`src/rtl/debounce_multi.sv`:
```
// ---------------------------------------------------------------------------
// debounce_multi
//   Multi-channel button debouncer for the game's button bank.
//   Each raw input passes through a 2-FF synchroniser. It is then sampled on
//   a shared divided tick. A new level is accepted only after STABLE_CNT
//   consecutive samples that all differ from the current debounced level.
//
//   Optional build macro: DEBOUNCE_REPEAT_EN
//     When defined, each channel gets a hold-to-repeat pulse generator.
//     When undefined, no repeat logic is built and REPEAT is tied to 0.
//
// Ports
//   CLK      in   1     system clock
//   RST      in   1     asynchronous, active-high reset
//   BTNIN    in   N_CH  raw, asynchronous button inputs
//   LEVEL    out  N_CH  debounced level
//   PRESS    out  N_CH  one-CLK pulse on an accepted 0->1
//   RELEASE  out  N_CH  one-CLK pulse on an accepted 1->0
//   REPEAT   out  N_CH  one-CLK auto-repeat pulse (0 without the macro)
//   TICK     out  1     sample strobe, one CLK wide
// ---------------------------------------------------------------------------
module debounce_multi #(
  parameter int N_CH         = 4,
  parameter int TICK_DIV     = 100000,
  parameter int STABLE_CNT   = 8,
  parameter int REPEAT_DELAY = 500,
  parameter int REPEAT_RATE  = 100
) (
  input  logic            CLK,
  input  logic            RST,
  input  logic [N_CH-1:0] BTNIN,
  output logic [N_CH-1:0] LEVEL,
  output logic [N_CH-1:0] PRESS,
  output logic [N_CH-1:0] RELEASE,
  output logic [N_CH-1:0] REPEAT,
  output logic            TICK
);

  localparam int TCNT_W = $clog2(TICK_DIV);
  localparam int SCNT_W = $clog2(STABLE_CNT + 1);

  localparam logic [TCNT_W-1:0] TCNT_LAST = TCNT_W'(TICK_DIV - 1);
  localparam logic [SCNT_W-1:0] SCNT_LAST = SCNT_W'(STABLE_CNT - 1);

  // Reject configurations the counters cannot represent.
  if (N_CH < 1 || TICK_DIV < 2 || STABLE_CNT < 1 ||
      REPEAT_DELAY < 1 || REPEAT_RATE < 1) begin : g_param_check
    $error("debounce_multi: illegal parameter value");
  end

  logic [TCNT_W-1:0] tcnt_q, tcnt_d;
  logic [N_CH-1:0]   sync1_q, sync2_q;
  logic [N_CH-1:0]   level_q, level_d;
  logic [N_CH-1:0]   press_q, press_d;
  logic [N_CH-1:0]   release_q, release_d;
  logic [SCNT_W-1:0] scnt_q [N_CH];
  logic [SCNT_W-1:0] scnt_d [N_CH];
  logic              tick_s;
  logic [N_CH-1:0]   accept_s;

  // Tick divider next state and the shared sample strobe.
  always_comb begin
    tick_s = (tcnt_q == TCNT_LAST);
    if (tick_s) begin
      tcnt_d = '0;
    end else begin
      tcnt_d = tcnt_q + TCNT_W'(1);
    end
  end

  // Per-channel stability counting and level acceptance.
  always_comb begin
    level_d   = level_q;
    press_d   = '0;
    release_d = '0;
    scnt_d    = scnt_q;
    accept_s  = '0;
    for (int i = 0; i < N_CH; i++) begin
      if (!tick_s) begin
        scnt_d[i] = scnt_q[i];
      end else if (sync2_q[i] == level_q[i]) begin
        // Any agreeing sample cancels a pending change (bounce rejection).
        scnt_d[i] = '0;
      end else if (scnt_q[i] == SCNT_LAST) begin
        scnt_d[i]    = '0;
        level_d[i]   = sync2_q[i];
        accept_s[i]  = 1'b1;
        press_d[i]   = sync2_q[i];
        release_d[i] = ~sync2_q[i];
      end else begin
        scnt_d[i] = scnt_q[i] + SCNT_W'(1);
      end
    end
  end

  // Divider, synchroniser, debounced level and press/release pulses.
  always_ff @(posedge CLK or posedge RST) begin
    if (RST) begin
      tcnt_q    <= '0;
      sync1_q   <= '0;
      sync2_q   <= '0;
      level_q   <= '0;
      press_q   <= '0;
      release_q <= '0;
      for (int i = 0; i < N_CH; i++) begin
        scnt_q[i] <= '0;
      end
    end else begin
      tcnt_q    <= tcnt_d;
      sync1_q   <= BTNIN;
      sync2_q   <= sync1_q;
      level_q   <= level_d;
      press_q   <= press_d;
      release_q <= release_d;
      scnt_q    <= scnt_d;
    end
  end

  assign TICK    = tick_s;
  assign LEVEL   = level_q;
  assign PRESS   = press_q;
  assign RELEASE = release_q;

`ifdef DEBOUNCE_REPEAT_EN
  localparam int RMAX   = (REPEAT_DELAY > REPEAT_RATE) ? REPEAT_DELAY : REPEAT_RATE;
  localparam int RCNT_W = $clog2(RMAX + 1);

  localparam logic [RCNT_W-1:0] RCNT_DELAY = RCNT_W'(REPEAT_DELAY);
  // When REPEAT_RATE > REPEAT_DELAY this is a wrapped (modular) value.
  // Counting up from it still reaches REPEAT_DELAY after exactly
  // REPEAT_RATE ticks, because the counter modulus exceeds REPEAT_RATE.
  localparam logic [RCNT_W-1:0] RCNT_RELOAD = RCNT_W'(REPEAT_DELAY - REPEAT_RATE);

  logic [RCNT_W-1:0] rcnt_q [N_CH];
  logic [RCNT_W-1:0] rcnt_d [N_CH];
  logic [RCNT_W-1:0] rnext_s [N_CH];
  logic [N_CH-1:0]   repeat_q, repeat_d;

  // Hold-to-repeat counters. The accept cycle never increments, so the
  // RELEASE cycle can never raise REPEAT.
  always_comb begin
    rcnt_d   = rcnt_q;
    repeat_d = '0;
    for (int i = 0; i < N_CH; i++) begin
      rnext_s[i] = rcnt_q[i] + RCNT_W'(1);
      if (!level_q[i]) begin
        // Covers the PRESS cycle too: LEVEL is still 0 when it is accepted.
        rcnt_d[i] = '0;
      end else if (tick_s && !accept_s[i]) begin
        if (rnext_s[i] == RCNT_DELAY) begin
          repeat_d[i] = 1'b1;
          rcnt_d[i]   = RCNT_RELOAD;
        end else begin
          rcnt_d[i] = rnext_s[i];
        end
      end else begin
        rcnt_d[i] = rcnt_q[i];
      end
    end
  end

  // Repeat counter and pulse registers.
  always_ff @(posedge CLK or posedge RST) begin
    if (RST) begin
      repeat_q <= '0;
      for (int i = 0; i < N_CH; i++) begin
        rcnt_q[i] <= '0;
      end
    end else begin
      repeat_q <= repeat_d;
      rcnt_q   <= rcnt_d;
    end
  end

  assign REPEAT = repeat_q;
`else
  assign REPEAT = '0;
`endif

endmodule

```
`config.mk`:
```
export PLATFORM = sky130hd
export DESIGN_NAME = debounce_multi
export DESIGN_NICKNAME = d
export VERILOG_FILES = /design/src/rtl/debounce_multi.sv
export SDC_FILE = /design/constraint.sdc
export NUM_CORES = 1
export LEC_CHECK = 0
export CAP_MARGIN = 20
export CORE_MARGIN = 2
export CORE_UTILIZATION = 50
export CTS_BUF_LIST = sky130_fd_sc_hd__clkbuf_8
export DETAILED_ROUTE_END_ITERATION = 12
export GPL_TIMING_DRIVEN = 0
export PLACE_DENSITY = 0.71
export REMOVE_ABC_BUFFERS = 1
export SLEW_MARGIN = 30
export SYNTH_ARGS = -nofsm -noshare
export SYNTH_HDL_FRONTEND = slang
export SYNTH_SLANG_ARGS = --single-unit
```
`constraint.sdc`:
```
create_clock -name CLK -period 6.6 [get_ports CLK]
set_clock_uncertainty 0.2 [all_clocks]
set_input_delay 0.99 -clock CLK [delete_from_list [all_inputs] [get_ports CLK]]
set_output_delay 0.99 -clock CLK [all_outputs]
set_load 0.01 [all_outputs]
```
==> results.py <==
metrics = {
    "status": {
        "status": "finished clean",
    },
    "logic_synthesis": {
        "synth_edf_count": 0,
        "ys_seq_elements": 53,
        "async_flop_share_pct": 100,
        "synth_cell_types": 36,
        "yosysSeqAreaShare_pct": 55.4,
        "yosysTopAreaCell": "dfrtp_1",
        "synth_area_leaders": "dfrtp_1 55%, xnor2_1 4.8%, nor2_1 3.0%, o31ai_1 2.8%, nor3_1 2.7%",
        "synth_top_area_share_pct": 55.4,
        "synthCells": 216,
        "syn_area_um2": 2390,
        "yosysWarnings": 0,
        "avgSynthCellArea_um2": 11.1,
        "synthFlopType": "dfrtp_1",
    },
    "floorplanning": {
        "start_util_pct": 51.4,
        "core_region_area_um2": 4660,
        "die_height_um": 73.2,
        "dieArea_um2": 5360,
        "io_pins": 23,
        "row_count": 25,
        "die_w_um": 73.2,
    },
    "route": {
        "wl_per_cell_um": 13.6,
        "drt-pass1-iter-count": 4,
        "wl_met1_um": 1870,
        "wl_um": 3940,
        "drc": 0,
        "ant_nets": 0,
        "num_vias": 1617,
        "top_layer": "met4",
        "met2WireLength_um": 1920,
        "drt-initial-drc-count": 123,
        "wl_met3_um": 118,
        "via_per_inst": 5.58,
    },
    "layout": {
        "area_growth_pct": 12.4,
        "final_layout_size_suffix_gt1_share_pct": 8.47,
        "mostFrequentLayoutCells": "53 x dfrtp_1, 19 x nor2_1, 18 x clkdlybuf4s50_1",
        "antennaDiodeCount": 0,
        "final_common_cell": "dfrtp_1",
        "nets": 246,
    },
    "global_routing": {
        "grtUsageTotal_pct": 17.1,
        "grt_max_degree": 39,
        "grt_pass1_wl_um": 7010,
        "grt_overflow": 0,
        "grt_pass1_vias": 1562,
        "grt_antenna_before_repair": 0,
    },
    "cts": {
        "h-tree-depth": 2,
        "cts_buffers": 5,
        "cts_setup_buffers": 0,
        "ctsRootBufferMaster": "clkbuf_8",
        "cts.sinks": 53,
        "cts_resized": 0,
        "hold_buffers": 0,
        "worstSkewPairLatency_ps": 290,
        "ctsLongestPathBuffers": 2,
        "clk_pin_slew_ps": 90,
        "cts_tree": "built",
    },
    "power": {
        "p_per_area_nw_per_um2": 191,
        "ir_worst_vdd_mv": 0.125,
        "leakage_nw": 1.16,
    },
    "sta": {
        "maxSlewViolCount": 0,
        "rsz0062_at_grt": "no",
        "setup_tns_ps": 0,
        "setup_viol": 0,
        "min_period_ps": 4490,
        "layout_setup_ws_ps": 2110,
        "fin_crit_sh_pct": 68.0,
        "max_freq_mhz": 223,
        "worst_slew_margin_rel_pct": 52.0,
        "hold_viol_final": 0,
        "worst_pin_slew_ps": 718,
    },
    "critical_path": {
        "worstSetupPathType": "register to output pin",
        "start_kind": "register",
        "crit_path_max_fanout": 17,
        "required_ps": 5410,
        "critPathSlowestCell": "or3b_1",
        "crit_chain": "ha_1, nand4_1, or3b_1, or2_1, inv_2, clkdlybuf4s50_1",
        "slowest_delay_ps": 650,
        "arrival_ps": 3300,
        "cp-end-kind": "output pin",
    },
    "flow_run": {
        "cap_violations": 0,
    },
    "place": {
        "portBuffers": 18,
        "dp_hpwl_um": 2580,
        "place.gp.congestion": 0.846,
        "post-place-ws_ps": 2440,
    },
    "hold_path": {
        "hp-class": "register to register",
    },
}
==> metrics by stage <==
stage	utilization, %	hold WS, ps	power, mW	instances	instance area [µm²]
6_report	57.8	154	0.513	290	2690
5_1_grt	57.8	168	0.538	290	2690
4_1_cts	57.8	157	0.520	290	2690
3_5_place_dp	56.1	136	0.353	282	2610
3_3_place_gp	55.6	133	0.351	281	2590
2_1_floorplan	-	131	0.345	209	2340
==> synth_stat cells (5+ instances only) <==
library cell / instances
nor3b_1: 6
dfrtp_1: 53
nand2_1: 7
nor2_1: 19
o31ai_1: 9
nand3_1: 8
nor3_1: 13
xor2_1: 6
inv_1: 9
ha_1: 5
o21ai_1: 7
xnor2_1: 13
nand4_1: 9
==> registers in the layout, indices dropped and copies added, names as in the netlist <==
name and count:
sync2_q 4, RELEASE 4, tcnt_q 17, LEVEL 4
scnt_q 16, sync1_q 4, PRESS 4
==> report_power, final <==
part           internal, mW  switching (mW)  leakage (nW)
logic               0.00661          0.0106         0.395
registers             0.327         0.00169         0.708
clock network        0.0710          0.0964        0.0519
total                 0.404           0.109          1.16
==> worst max-delay path, delay by kind of cell, from the launching register on <==
family	cells	cell delay, ps
and+or+nand+nor	3	1330
buffers and inverters	2	920
DFF	1	440
adders and majority gates	1	300
==> path summary, 6_finish.rpt <==
| kind | from | to | slack [ps] | depth (start not counted) |
|---|---|---|---|---|
| setup / recovery | tcnt_q[0]$_DFF_PP0_ | TICK | 2110 | 6 |
| hold / removal | sync1_q[2]$_DFF_PP0_ | sync2_q[2]$_DFF_PP0_ | 150 | 0 |
| setup reg to reg | tcnt_q[0]$_DFF_PP0_ | scnt_q[12]$_DFFE_PP0N_ | 3520 | 6 |
| hold reg to reg | sync1_q[2]$_DFF_PP0_ | sync2_q[2]$_DFF_PP0_ | 150 | 0 |
| max in group asynchronous | RST | sync1_q[1]$_DFF_PP0_ | 5000 | 3 |
| min in group asynchronous | RST | scnt_q[7]$_DFFE_PP0N_ | 760 | 2 |
==> metal layers <==
metal	up-vias	global-route usage, %
met3	2	4.56
met5	-	0
li1	797	-
met2	25	26.9
met4	0	6.17
met1	793	22.6
==> cells by family (layout without fill, tap and decap cells) <==
kind of cell	Yosys count	in the layout	synth area share (%)
flops	53	53	55.4
simple gates	81	81	18.5
xor+xnor	19	19	6.95
mux	8	8	4.23
compound gates	29	29	7.94
fa+ha+maj	5	5	2.61
other cells	1	4	0.157
buf+inv	20	37	4.23
==> area by class of cell <==
cell class | count | area (µm²)
Fill cell | 409 | 1970
Clock buffer | 5 | 68.8
Clock inverter | 3 | 11.3
Timing Repair Buffer | 19 | 200
Inverter | 10 | 40.0
Tap cell | 54 | 67.6
Sequential cell | 53 | 1330
Multi-Input combinational cell | 146 | 978
(Power assumes the default switching activity.)
